## src/rtl/muldiv_pkg.sv

```systemverilog
// Shared definitions for the RV32M multiply/divide unit: funct3 opcodes,
// FSM states and the iteration count.
package muldiv_pkg;

    localparam int ITER_COUNT = 32;

    localparam logic [2:0] F3_MUL    = 3'b000;
    localparam logic [2:0] F3_MULH   = 3'b001;
    localparam logic [2:0] F3_MULHSU = 3'b010;
    localparam logic [2:0] F3_MULHU  = 3'b011;
    localparam logic [2:0] F3_DIV    = 3'b100;
    localparam logic [2:0] F3_DIVU   = 3'b101;
    localparam logic [2:0] F3_REM    = 3'b110;
    localparam logic [2:0] F3_REMU   = 3'b111;

    typedef enum logic [1:0] {
        ST_IDLE = 2'd0,
        ST_CALC = 2'd1,
        ST_DONE = 2'd2
    } state_t;

    function automatic logic f3_is_div(input logic [2:0] f3);
        return f3[2];
    endfunction

endpackage

```

## src/rtl/muldiv_iter.sv

```systemverilog
// 64-bit accumulator with one radix-2 shift-add (multiply) or restoring
// shift-subtract (divide) step per enabled cycle.
module muldiv_iter
    import muldiv_pkg::*;
#(
    parameter int XLEN = 32
) (
    input  logic              clk,
    input  logic              rst_n,
    input  logic              i_load,
    input  logic              i_step,
    input  logic              i_is_div,
    input  logic [2*XLEN-1:0] i_init,
    input  logic [XLEN-1:0]   i_opnd,
    output logic [2*XLEN-1:0] o_acc_next
);

    logic [2*XLEN-1:0] r_acc;
    logic [XLEN-1:0]   w_addend;
    logic [XLEN:0]     w_sum;
    logic [XLEN+1:0]   w_diff;
    logic [2*XLEN-1:0] w_mul_next;
    logic [2*XLEN-1:0] w_div_next;

    // Multiply: {hi, multiplier} -- add multiplicand into hi when lo[0], shift right.
    assign w_addend   = r_acc[0] ? i_opnd : {XLEN{1'b0}};
    assign w_sum      = {1'b0, r_acc[2*XLEN-1:XLEN]} + {1'b0, w_addend};
    assign w_mul_next = {w_sum, r_acc[XLEN-1:1]};

    // Divide: {remainder, dividend} -- shift left one, keep the trial difference if non-negative.
    assign w_diff     = {1'b0, r_acc[2*XLEN-1:XLEN-1]} - {2'b00, i_opnd};
    assign w_div_next = {(w_diff[XLEN+1] ? r_acc[2*XLEN-2:XLEN-1] : w_diff[XLEN-1:0]),
                         r_acc[XLEN-2:0], ~w_diff[XLEN+1]};

    assign o_acc_next = i_is_div ? w_div_next : w_mul_next;

    always_ff @(posedge clk) begin
        if (!rst_n) begin
            r_acc <= '0;
        end else if (i_load) begin
            r_acc <= i_init;
        end else if (i_step) begin
            r_acc <= o_acc_next;
        end
    end

endmodule

```

## src/rtl/muldiv_unit.sv

```systemverilog
// Iterative RV32M multiply/divide unit: captures operands as magnitudes,
// runs 32 iterations, and applies the result sign on the way into DONE.
module muldiv_unit
    import muldiv_pkg::*;
#(
    parameter int XLEN = 32
) (
    input  logic            clk,
    input  logic            rst_n,
    input  logic            start,
    input  logic [2:0]      funct3,
    input  logic [XLEN-1:0] op_a,
    input  logic [XLEN-1:0] op_b,
    input  logic            kill,
    output logic            stall,
    output logic            busy,
    output logic            done,
    output logic [XLEN-1:0] result
);

    localparam logic [XLEN-1:0] MIN_NEG = {1'b1, {(XLEN-1){1'b0}}};

    state_t          r_state;
    logic [5:0]      r_cnt;
    logic [2:0]      r_f3;
    logic [XLEN-1:0] r_opnd;
    logic            r_neg;
    logic [XLEN-1:0] r_result;
    logic            r_done;

    logic              w_accept;
    logic              w_is_div;
    logic              w_a_signed;
    logic              w_b_signed;
    logic              w_a_neg;
    logic              w_b_neg;
    logic [XLEN-1:0]   w_a_mag;
    logic [XLEN-1:0]   w_b_mag;
    logic              w_neg;
    logic              w_div_zero;
    logic              w_ovf;
    logic              w_special;
    logic [XLEN-1:0]   w_special_res;
    logic [2*XLEN-1:0] w_acc_next;
    logic [2*XLEN-1:0] w_prod_s;
    logic [XLEN-1:0]   w_quo_s;
    logic [XLEN-1:0]   w_rem_s;
    logic [XLEN-1:0]   w_final;

    assign w_accept   = (r_state == ST_IDLE) && start && !kill;
    assign w_is_div   = f3_is_div(funct3);
    assign w_a_signed = (funct3 == F3_MULH) || (funct3 == F3_MULHSU) ||
                        (funct3 == F3_DIV)  || (funct3 == F3_REM);
    assign w_b_signed = (funct3 == F3_MULH) || (funct3 == F3_DIV) || (funct3 == F3_REM);
    assign w_a_neg    = w_a_signed && op_a[XLEN-1];
    assign w_b_neg    = w_b_signed && op_b[XLEN-1];
    assign w_a_mag    = w_a_neg ? -op_a : op_a;
    assign w_b_mag    = w_b_neg ? -op_b : op_b;
    // Remainder follows the dividend; product and quotient follow the XOR.
    assign w_neg      = (w_is_div && funct3[1]) ? w_a_neg : (w_a_neg ^ w_b_neg);

    assign w_div_zero    = w_is_div && (op_b == '0);
    assign w_ovf         = ((funct3 == F3_DIV) || (funct3 == F3_REM)) &&
                           (op_a == MIN_NEG) && (op_b == {XLEN{1'b1}});
    assign w_special     = w_div_zero || w_ovf;
    assign w_special_res = w_div_zero ? (funct3[1] ? op_a : {XLEN{1'b1}})
                                      : (funct3[1] ? {XLEN{1'b0}} : MIN_NEG);

    muldiv_iter #(.XLEN(XLEN)) u_iter (
        .clk        (clk),
        .rst_n      (rst_n),
        .i_load     (w_accept && !w_special),
        .i_step     (r_state == ST_CALC),
        .i_is_div   (f3_is_div(r_f3)),
        .i_init     ({{XLEN{1'b0}}, (w_is_div ? w_a_mag : w_b_mag)}),
        .i_opnd     (r_opnd),
        .o_acc_next (w_acc_next)
    );

    assign w_prod_s = r_neg ? -w_acc_next : w_acc_next;
    assign w_quo_s  = r_neg ? -w_acc_next[XLEN-1:0] : w_acc_next[XLEN-1:0];
    assign w_rem_s  = r_neg ? -w_acc_next[2*XLEN-1:XLEN] : w_acc_next[2*XLEN-1:XLEN];

    always_comb begin
        w_final = w_prod_s[2*XLEN-1:XLEN];
        case (r_f3)
            F3_MUL:          w_final = w_prod_s[XLEN-1:0];
            F3_DIV, F3_DIVU: w_final = w_quo_s;
            F3_REM, F3_REMU: w_final = w_rem_s;
            default:         w_final = w_prod_s[2*XLEN-1:XLEN];
        endcase
    end

    always_ff @(posedge clk) begin
        if (!rst_n) begin
            r_state  <= ST_IDLE;
            r_cnt    <= '0;
            r_f3     <= '0;
            r_opnd   <= '0;
            r_neg    <= 1'b0;
            r_result <= '0;
            r_done   <= 1'b0;
        end else begin
            r_done <= 1'b0;
            case (r_state)
                ST_IDLE: begin
                    if (w_accept) begin
                        r_f3   <= funct3;
                        r_neg  <= w_neg;
                        r_opnd <= w_is_div ? w_b_mag : w_a_mag;
                        r_cnt  <= '0;
                        if (w_special) begin
                            r_result <= w_special_res;
                            r_done   <= 1'b1;
                            r_state  <= ST_DONE;
                        end else begin
                            r_state <= ST_CALC;
                        end
                    end
                end
                ST_CALC: begin
                    if (kill) begin
                        r_state <= ST_IDLE;
                    end else if (r_cnt == 6'(ITER_COUNT - 1)) begin
                        r_result <= w_final;
                        r_done   <= 1'b1;
                        r_state  <= ST_DONE;
                    end else begin
                        r_cnt <= r_cnt + 6'd1;
                    end
                end
                ST_DONE: r_state <= ST_IDLE;
                default: r_state <= ST_IDLE;
            endcase
        end
    end

    assign stall  = rst_n && (w_accept || (r_state == ST_CALC));
    assign busy   = (r_state != ST_IDLE);
    assign done   = r_done;
    assign result = r_result;

endmodule

```

## config.mk

```make
export PLATFORM = sky130hd
export DESIGN_NAME = muldiv_unit
export DESIGN_NICKNAME = d
export VERILOG_FILES = /design/src/rtl/muldiv_pkg.sv /design/src/rtl/muldiv_iter.sv /design/src/rtl/muldiv_unit.sv
export SDC_FILE = /design/constraint.sdc
export NUM_CORES = 1
export LEC_CHECK = 0
export BUFFER_PORTS_ARGS = -buffer_cell sky130_fd_sc_hd__clkbuf_2
export CAP_MARGIN = 10
export CELL_PAD_IN_SITES_DETAIL_PLACEMENT = 1
export CELL_PAD_IN_SITES_GLOBAL_PLACEMENT = 2
export CORE_ASPECT_RATIO = 1.1
export CORE_MARGIN = 1.5
export CORE_UTILIZATION = 33
export CTS_CLUSTER_DIAMETER = 80
export DETAILED_ROUTE_END_ITERATION = 8
export GPL_ROUTABILITY_DRIVEN = 0
export GPL_TIMING_DRIVEN = 0
export PLACE_DENSITY = 0.79
export SYNTH_ARGS = -nofsm -noshare
export SYNTH_HDL_FRONTEND = slang
export SYNTH_HIERARCHICAL = 1
export SYNTH_SLANG_ARGS = --single-unit
```

## constraint.sdc

```tcl
create_clock -name clk -period 4.4 [get_ports clk]
set_input_delay 0.44 -clock clk [delete_from_list [all_inputs] [get_ports clk]]
set_output_delay 0.44 -clock clk [all_outputs]
set_load 0.1 [all_outputs]
```

==> impl_metrics.py <==
metrics = {
    "status": {
        "status": "complete, but fails checks",
        "violations": "capacitance limit, setup timing",
    },
    "synth": {
        "ys.flop_type": "dfxtp_1",
        "syn-instance-count": 2253,
        "ys_ff_latch": 141,
        "yosysSeqAreaShare_pct": 17.5,
        "ys_warn_count": 6,
        "syn_area_um2": 16200,
        "synth.distinct_cells": 97,
        "synth_top_cell_by_area": "dfxtp_1",
        "yosysTopAreaCellShare_pct": 17.5,
        "synth.area.top_cells": "dfxtp_1 17%, ha_1 5.4%, nand2_1 5.4%",
        "synth_edf_count": 0,
        "syn_area_per_cell_um2": 7.17,
        "synth_async_sr_flop_share_pct": 0,
    },
    "finish": {
        "layout_commonest_cell": "nand2_1",
        "area_growth_pct": 35.4,
        "regArea_um2": 2900,
        "fillers": 5845,
        "drive_above_1_share_pct": 28.3,
        "design_area_um2": 21900,
        "multi_input_area_um2": 14600,
        "nNetsFinal": 2689,
        "final_cell_mix": "224 x nand2_1, 223 x nor2_1, 124 x o21ai_0",
    },
    "die": {
        "core_area_um2": 48000,
        "start_util_pct": 33.6,
        "die_x_um": 214,
        "die_area_um2": 50300,
        "die_h_um": 235,
        "pin_count": 106,
        "fp-row-count": 84,
    },
    "global_routing": {
        "gr-usage-all-layers_pct": 34.1,
        "gr-total-overflow": 0,
        "antenna_found_initial": 4,
        "grt_pass1_wl_um": 129000,
        "grt_max_degree": 17,
        "grt_pass1_vias": 19800,
    },
    "drt": {
        "drtAntennaViolNets": 0,
        "vias": 20000,
        "wirelength_um": 90900,
        "detail_route.wl_per_cell_um": 28.4,
        "drc": 0,
        "firstDrtPassIters": 5,
        "drt_iter0_markers": 1812,
        "vias_per_cell": 6.25,
    },
    "critical_path": {
        "end_kind": "flop",
        "crit_fanout": 10,
        "cp.required_ps": 4730,
        "r2r_setup_slack_ps": -680,
        "rr_worst_depth": 21,
        "crit_path_start_kind": "flop",
        "critical_path_class": "flop to flop",
        "arrival_ps": 5410,
    },
    "clock_tree": {
        "clockBufferDepth": 2,
        "clk_latency_ps": 460,
        "cts_tree": "done",
        "h-tree-depth": 4,
        "clkTransAtPathRegs_ps": 70,
        "numCtsBuffers": 17,
        "cts_root_buffer": "clkbuf_16",
        "clock_sinks": 141,
    },
    "sta": {
        "rsz0062_at_grt": "true",
        "tightest_slew_ps": 1470,
        "timing.setup.tns_ps": -14540,
        "finalCriticalPeriod_ps": 5080,
        "hold_viol": 0,
        "final.setup_skew_ps": 12.8,
        "setup_violations": 31,
        "max_slew_margin_pct": 0.948,
        "layout_setup_ws_ps": -680,
        "final_max_slew_viol_count": 0,
        "post-route-period-util_pct": 115,
        "fmax_mhz": 197,
    },
    "min_path": {
        "hold_depth": 3,
        "hp-class": "input port to flop",
    },
    "power_and_ir_drop": {
        "power_density_nw_per_um2": 347,
        "peakVddDrop_v": 0.000351,
        "power.leakage_nw": 8.32,
        "total_power_mw": 7.58,
    },
    "placed_design": {
        "io_buffer_count": 104,
        "dp_hpwl_um": 68800,
        "postPlaceCellArea_um2": 17900,
    },
    "flow_run": {
        "max_cap_viol_count": 1,
    },
}
[metal layers]
metal  track usage (%)  wire length, um
met5                 0               27
met4              18.4             6100
met3              4.78             6640
met1              41.5            35400
met2              57.9            42800
[layout make-up]
type,count,area share [%]
multi-input combinational,1924,66.8
sequential,141,13.3
timing repair buffer,255,8.60
tap,645,3.69
buffer,139,3.50
clock buffer,18,1.96
inverter,68,1.18
clock inverter,14,0.944
antenna,1,0.0114
[repair_timing]
item,4_1_cts,5_1_grt
gates resized for setup,315,163
setup buffers,97,53
hold buffers,0,0
setup endpoints to repair,32,34
pin swaps,111,120
cloned,1,1
[path summary, 6_finish.rpt]
kind               startpoint    endpoint
min                 funct3[0]     r_f3[0]
max reg2reg  u_iter/r_acc[33]  result[29]
min reg2reg        result[12]  result[12]
max          u_iter/r_acc[33]  result[29]
[kinds of logic after synthesis]
group	share of synthesized area [%]
AO/OA/AOI/OAI	30.2
XOR/XNOR	8.68
adder cells (fa/ha/maj)	5.67
buffers and inverters	5.52
flip-flops	17.5
multiplexers	5.62
other	0.0232
AND/OR/NAND/NOR	26.8
[through the flow]
| step | util [%] | setup WS [ps] | std cells | hold slack [ps] |
|---|---|---|---|---|
| after detailed placement | 37.2 | -2090 | 3034 | 447 |
| after global routing | 45.5 | -742 | 3204 | 391 |
| after global placement | 37.2 | -2190 | 3033 | 442 |
| after floorplan | - | -46.0 | 2284 | 445 |
| final | 45.5 | -680 | 3205 | 382 |
| after CTS | 43.1 | -604 | 3154 | 374 |
[sequential cells by signal, indices dropped and copies added, names as in the netlist]
signal,count
u_iter/r_acc,64
r_opnd,32
result,32
r_cnt,6
r_f3,3
r_state,2
done,1
r_neg,1
[cell usage after synthesis (16+ instances only)]
library cell	instances
nor3_1	42
a31o_2	19
inv_1	68
xnor2_1	77
nand2b_1	28
mux2i_1	49
o41ai_1	18
nand2_1	233
a21boi_0	47
nor2_1	232
or3_1	52
o31ai_1	42
xor2_1	83
dfxtp_1	141
a31oi_1	29
ha_1	70
a21o_1	26
mux2_2	37
a21oi_1	132
o21ai_0	146
and3_1	19
nor4_1	28
o221ai_1	20
and2_1	44
nand3_1	97
a31o_1	16
nand4_1	35
or4_1	16
clkbuf_1	118
o211ai_1	19
[critical path, stage by stage (launching register included)]
cell       delay [ps]
dfxtp_4           370
ha_4              260
o211ai_4          210
a21oi_4            80
o21ba_4           210
or3_4             340
a21o_4            260
a21o_4            270
buf_12            140
buf_8             140
nand2_1           130
a31oi_4           280
nor4_4            330
buf_4             210
nand4_1           210
buf_6             200
buf_4             130
buf_4             120
o41ai_2           410
nand4_1           170
a221oi_2          330
o2bb2ai_1         120
[power breakdown]
part	internal, mW	switching [mW]	total (mW)	leakage, nW
Clock	0.963	0.676	1.64	0.300
Combinational	1.71	2.74	4.45	6.85
Sequential	1.36	0.131	1.49	1.17
Total	4.04	3.54	7.58	8.32
No activity file was read; power rests on OpenSTA's default activity.
